### src/rtl/alu.sv
// 32-bit ALU with a single registered result stage.
// Inputs sampled on the rising edge of clk; output1/cout hold the result until the next edge.
module alu (
    input  logic        clk,
    input  logic        rst_n,
    input  logic [31:0] A,
    input  logic [31:0] B,
    input  logic        cin,
    input  logic [2:0]  opsel,
    input  logic        mode,
    output logic [31:0] output1,
    output logic        cout
);

    // Operation codes, shared by the two groups and told apart by mode.
    localparam logic [2:0] OP_ADD    = 3'b000;
    localparam logic [2:0] OP_SBB    = 3'b001;
    localparam logic [2:0] OP_MOV    = 3'b010;
    localparam logic [2:0] OP_SUB    = 3'b011;
    localparam logic [2:0] OP_INC    = 3'b100;
    localparam logic [2:0] OP_DEC    = 3'b101;
    localparam logic [2:0] OP_ADDINC = 3'b110;

    localparam logic [2:0] OP_AND    = 3'b000;
    localparam logic [2:0] OP_OR     = 3'b001;
    localparam logic [2:0] OP_XOR    = 3'b010;
    localparam logic [2:0] OP_NOT    = 3'b011;
    localparam logic [2:0] OP_SHL    = 3'b101;

    typedef struct packed {
        logic        c;
        logic [31:0] r;
    } res_t;

    logic [32:0] a33, b33, ci33;
    res_t        nxt;

    assign a33  = {1'b0, A};
    assign b33  = {1'b0, B};
    assign ci33 = {32'd0, cin};

    // Next result: 33-bit unsigned arithmetic so bit 32 is carry (add) or borrow (subtract).
    always_comb begin
        nxt = '0;
        if (!mode) begin
            unique case (opsel)
                OP_ADD:    nxt = a33 + b33 + ci33;
                OP_SBB:    nxt = a33 - b33 - ci33;
                OP_MOV:    nxt = {1'b0, A};
                OP_SUB:    nxt = a33 - b33;
                OP_INC:    nxt = a33 + 33'd1;
                OP_DEC:    nxt = a33 - 33'd1;
                OP_ADDINC: nxt = a33 + b33 + 33'd1;
                default:   nxt = '0;
            endcase
        end else begin
            unique case (opsel)
                OP_AND:  nxt = {1'b0, A & B};
                OP_OR:   nxt = {1'b0, A | B};
                OP_XOR:  nxt = {1'b0, A ^ B};
                OP_NOT:  nxt = {1'b0, ~A};
                OP_SHL:  nxt = {A, 1'b0};      // A[31] lands in the flag bit
                default: nxt = '0;
            endcase
        end
    end

    // Output register; async reset clears any in-flight result.
    always_ff @(posedge clk or negedge rst_n) begin
        if (!rst_n) begin
            output1 <= '0;
            cout    <= 1'b0;
        end else begin
            output1 <= nxt.r;
            cout    <= nxt.c;
        end
    end

endmodule

### config.mk
export PLATFORM = sky130hd
export DESIGN_NAME = alu
export DESIGN_NICKNAME = d
export VERILOG_FILES = /design/src/rtl/alu.sv
export SDC_FILE = /design/constraint.sdc
export NUM_CORES = 1
export LEC_CHECK = 0
export BUFFER_PORTS_ARGS = -buffer_cell sky130_fd_sc_hd__clkbuf_2
export CAP_MARGIN = 5
export CORE_UTILIZATION = 60
export CTS_BUF_LIST = sky130_fd_sc_hd__clkbuf_8
export DETAILED_ROUTE_END_ITERATION = 6
export PLACE_DENSITY = 0.8
export SLEW_MARGIN = 25
export SYNTH_ARGS = -nofsm -noshare
export SYNTH_HDL_FRONTEND = slang
export SYNTH_SLANG_ARGS = --single-unit
export TNS_END_PERCENT = 50
### constraint.sdc
create_clock -name clk -period 0.8 [get_ports clk]
set_input_delay 0.04 -clock clk [delete_from_list [all_inputs] [get_ports clk]]
set_output_delay 0.04 -clock clk [all_outputs]
set_load 0.005 [all_outputs]
==> results.sh, run 1 <==
export IMPL_cts_hold_buf=1
export IMPL_clock_sinks=33
export IMPL_syn_area_per_cell_sq_um=6.86
export IMPL_syn_nets=1821
export IMPL_cts_root_buf="clkbuf_8"
export IMPL_synthCells=1646
export IMPL_synth_top_area_share_pct=11.3
export IMPL_num_rows=49
export IMPL_cts_buffer_depth=2
export IMPL_place_ws_ns=-3.25
export IMPL_synth_cell_area_sq_mm=0.0113
export IMPL_status="stopped before the end"
export IMPL_ys_seq_area_share_pct=7.32
export IMPL_globalplace_congestion=1.15
export IMPL_start_util_pct=62.0
export IMPL_synth_edf_count=0
export IMPL_error="[ERROR DPL-0038] Utilization greater than 100%, impossible to legalize"
export IMPL_synth_cell_types=107
export IMPL_hpwl_um=53600
export IMPL_dp_cells=2528
export IMPL_yosysWarnings=0
export IMPL_post_cts_buffers=67
export IMPL_dieWidth_um=139
export IMPL_synth_ff_type="dfrtp_1"
export IMPL_htree_num_levels=2
export IMPL_cts_resized=273
export IMPL_yosys_register_bits=33
export IMPL_synthTopCellsByArea="ha_1 11%, xnor2_1 7.4%, dfrtp_1 7.3%"
export IMPL_die_y_um=139
export IMPL_synth_top_area_cell="ha_1"
export IMPL_stop_stage="4_1_cts"
export IMPL_cts_made_buffers=5
export IMPL_synthArstFlopShare_pct=100
export IMPL_port_buffers=103
export IMPL_io_pins=104
## kinds of logic after synthesis
kind of cell	share of synthesized area, %
and+or+nand+nor	26.7
AOI/OAI and AO/OA	32.5
buffers and inverters	7.14
xor gates and xnor gates	10.5
adders and majority gates	11.7
muxes	4.28
DFF	7.32
## stage by stage
step / setup TNS [ns] / instance area (sq um)
2_1_floorplan: -66.24 / 11700
3_3_place_gp: -79.79 / 17100
3_5_place_dp: -88.30 / 17100
## cell usage after synthesis (18+ instances only)
cell / number
nor2_1: 161
xor2_1: 36
dfrtp_1: 33
a21oi_1: 152
nor4_1: 22
xnor2_1: 95
clkbuf_1: 76
o31ai_1: 18
ha_1: 102
nand2_1: 139
nand3_1: 51
mux2i_1: 28
nand4_1: 29
nor3_1: 59
a22oi_1: 18
o21ai_0: 85
a211oi_1: 44
o22ai_1: 39
inv_1: 98
==> run 2, diff against run 1 <==
Settings changed: CORE_UTILIZATION 60 to 40, CTS_BUF_LIST sky130_fd_sc_hd__clkbuf_8 to default, PLACE_DENSITY 0.8 to default, PLACE_DENSITY_LB_ADDON from default to 0.15.
==> run 2 against run 1 <==
The flow now finishes, with violations (negative setup slack). Synthesized cell count is the same. Area after synthesis unchanged.
==> results.sh, run 2 <==
export IMPL_synthTopCellsByArea="ha_1 11%, xnor2_1 7.4%, dfrtp_1 7.3%"
export IMPL_overflow=0
export IMPL_cts_tree="done"
export IMPL_cp_end_kind="flip-flop"
export IMPL_cp_arrival_ns=3.65
export IMPL_status="finished with violations"
export IMPL_dp_cells=2748
export IMPL_fin_util_pct=71.5
export IMPL_diodes=0
export IMPL_final_common_cell="buf_4"
export IMPL_cts_made_buffers=5
export IMPL_port_buffers=103
export IMPL_switching_power_mw=9.73
export IMPL_io_pins=104
export IMPL_worstPathRequired_ns=0.95
export IMPL_final_nets=2601
export IMPL_synth_cell_types=107
export IMPL_synth_top_area_share_pct=11.3
export IMPL_slew_headroom_pct=48.4
export IMPL_die_area_sq_mm=0.0289
export IMPL_worst_path_buf_inv=4
export IMPL_final_cell_mix="719 x buf_4, 147 x nor2_1, 134 x a21oi_1"
export IMPL_pwr_share_comb_pct=81.2
export IMPL_p_int_mw=11.0
export IMPL_synth_edf_count=0
export IMPL_path_clk_slew_ns=0.06
export IMPL_design_core_area_sq_mm=0.0278
export IMPL_synthArstFlopShare_pct=100
export IMPL_gr_usage_all_layers_pct=41.4
export IMPL_powerDensity_mw_per_mm2=1040
export IMPL_p_clk_share_pct=9.4
export IMPL_antenna_found_initial=1
export IMPL_grt_first_pass_wirelength_um=91000
export IMPL_fin_hold_ws_ns=0.249
export IMPL_start_util_pct=40.6
export IMPL_die_y_um=170
export IMPL_yosys_register_bits=33
export IMPL_synthCells=1646
export IMPL_dieWidth_um=170
export IMPL_fin_tns_setup_ns=-74.66
export IMPL_drive_above_1_share_pct=48.6
export IMPL_final_cell_area_sq_mm=0.0199
export IMPL_globalplace_congestion=1.03
export IMPL_cpLargestDelayFamily="simple AND/OR/NAND/NOR gates"
export IMPL_drtPass1Iterations=6
export IMPL_worst_slack_ns=-2.70
export IMPL_place_area_sq_mm=0.0179
export IMPL_synthToLayoutAreaGrowth_pct=76.0
export IMPL_ant_nets=0
export IMPL_synth_top_area_cell="ha_1"
export IMPL_drt_wirelength_per_cell_um=22.5
export IMPL_cp_common_cell="buf_6"
export IMPL_htree_num_levels=2
export IMPL_pwr_share_seq_pct=9.4
export IMPL_cp_start_kind="input pin"
export IMPL_worstPathMaxFanout=3
export IMPL_hpwl_um=51100
export IMPL_finalSetupViolations=41
export IMPL_critical_path_slowest_cell="or4_4"
export IMPL_leakagePower_nw=9.15
export IMPL_timing_final_crit_share_pct=437
export IMPL_ys_seq_area_share_pct=7.32
export IMPL_drtIter0Drc=2023
export IMPL_num_rows=61
export IMPL_cts_root_buf="clkbuf_16"
export IMPL_path_cells="clkbuf_16, buf_6, ha_4, inv_2, fa_2, nand2b_4, a2111o_1, buf_6, nand2_8, xnor2_4, nand3_2, or3_4, or3_1, or4_4, nor2_4, mux2i_1, a311oi_2, a31oi_1"
export IMPL_syn_area_per_cell_sq_um=6.86
export IMPL_drv_cap=0
export IMPL_power_mw=20.7
export IMPL_drc_errors=0
export IMPL_synth_ff_type="dfrtp_1"
export IMPL_fin_crit_ns=3.50
export IMPL_synth_cell_area_sq_mm=0.0113
export IMPL_fill_cells=2426
export IMPL_syn_nets=1821
export IMPL_max_stage_delay_ns=0.57
export IMPL_place_ws_ns=-3.18
export IMPL_cts_buffer_depth=2
export IMPL_largest_register_ffs=32
export IMPL_ir_drop_v=0.000685
export IMPL_yosysWarnings=0
export IMPL_critPathKind="in2reg"
export IMPL_top_register="output1"
export IMPL_min_path_type="in2async"
export IMPL_synth_most_common_cell="nor2_1"
export IMPL_avgViaCountPerCell=6.01
export IMPL_vias=16900
export IMPL_max_freq_mhz=286
export IMPL_drv_slew=0
export IMPL_fin_cells=2805
export IMPL_rsz0062_at_grt="yes"
export IMPL_hold_viol=0
export IMPL_grt_pass1_vias=15400
export IMPL_swShare_pct=46.9
export IMPL_largest_registers="output1: 32 flops, cout: 1 flops"
export IMPL_drt_wl_total_um=63200
export IMPL_worstMarginPinSlew_ns=0.772
export IMPL_synthTopCellsByCount="161 x nor2_1, 152 x a21oi_1, 139 x nand2_1"
export IMPL_violations="negative setup slack"
export IMPL_clock_sinks=33
export IMPL_grt_max_degree=36
-- run 2: cell counts after synthesis --
No cell type changed its count.
-- run 2: per-layer routing --
metal	vias to the layer above	track usage, %	wire, um
li1	7635	-	-
met1	8108	59.6	27600
met2	964	63.7	27400
met3	144	6.40	6530
met4	2	10.2	1680
met5	-	0	13
-- run 2: layout make-up --
| class | instances | area (sq um) | share of cell area (%) |
|---|---|---|---|
| multi-input cells | 1408 | 11300 | 56.7 |
| inverters | 101 | 393 | 1.98 |
| clock inverters | 3 | 17.5 | 0.0882 |
| well taps | 378 | 473 | 2.38 |
| clock buffers | 5 | 125 | 0.630 |
| flip-flops and latches | 33 | 826 | 4.16 |
| repair buffers | 877 | 6770 | 34.1 |
-- run 2: logic make-up after synthesis --
group	after synthesis	share of synthesized area, %
muxes	42	4.28
AOI/OAI and AO/OA	537	32.5
adders and majority gates	104	11.7
DFF	33	7.32
xor gates and xnor gates	133	10.5
and+or+nand+nor	592	26.7
buffers and inverters	205	7.14
-- run 2: worst paths after layout --
kind | startpoint | endpoint | slack [ns] | cells after the start
min in group clk | A[26] | output1[26]$_DFF_PN0_ | 0.27 | 5
setup / recovery | B[0] | output1[30]$_DFF_PN0_ | -2.70 | 18
max in group asynchronous | rst_n | output1[30]$_DFF_PN0_ | 0.35 | 3
hold / removal | rst_n | output1[7]$_DFF_PN0_ | 0.25 | 3
-- run 2: power groups by stage --
stage | Combinational [mW] | Sequential (mW) | Clock, mW
after floorplan | 6.73 | 1.99 | 0
after global placement | 14.2 | 1.98 | 0
after detailed placement | 14.3 | 1.98 | 0
after CTS | 15.1 | 1.95 | 1.98
after global routing | 17.6 | 1.97 | 2.03
final | 16.8 | 1.95 | 1.96
-- run 2: repair_timing --
| action | 4_1_cts | 5_1_grt |
|---|---|---|
| pin swaps | 64 | 134 |
| gates resized for setup | 119 | 178 |
| hold endpoints to repair | 33 | 0 |
| hold buffers | 1 | 0 |
| buffers inserted | 28 | 37 |
| setup endpoints to repair | 44 | 62 |
No activity file was read; power rests on OpenSTA's default activity.
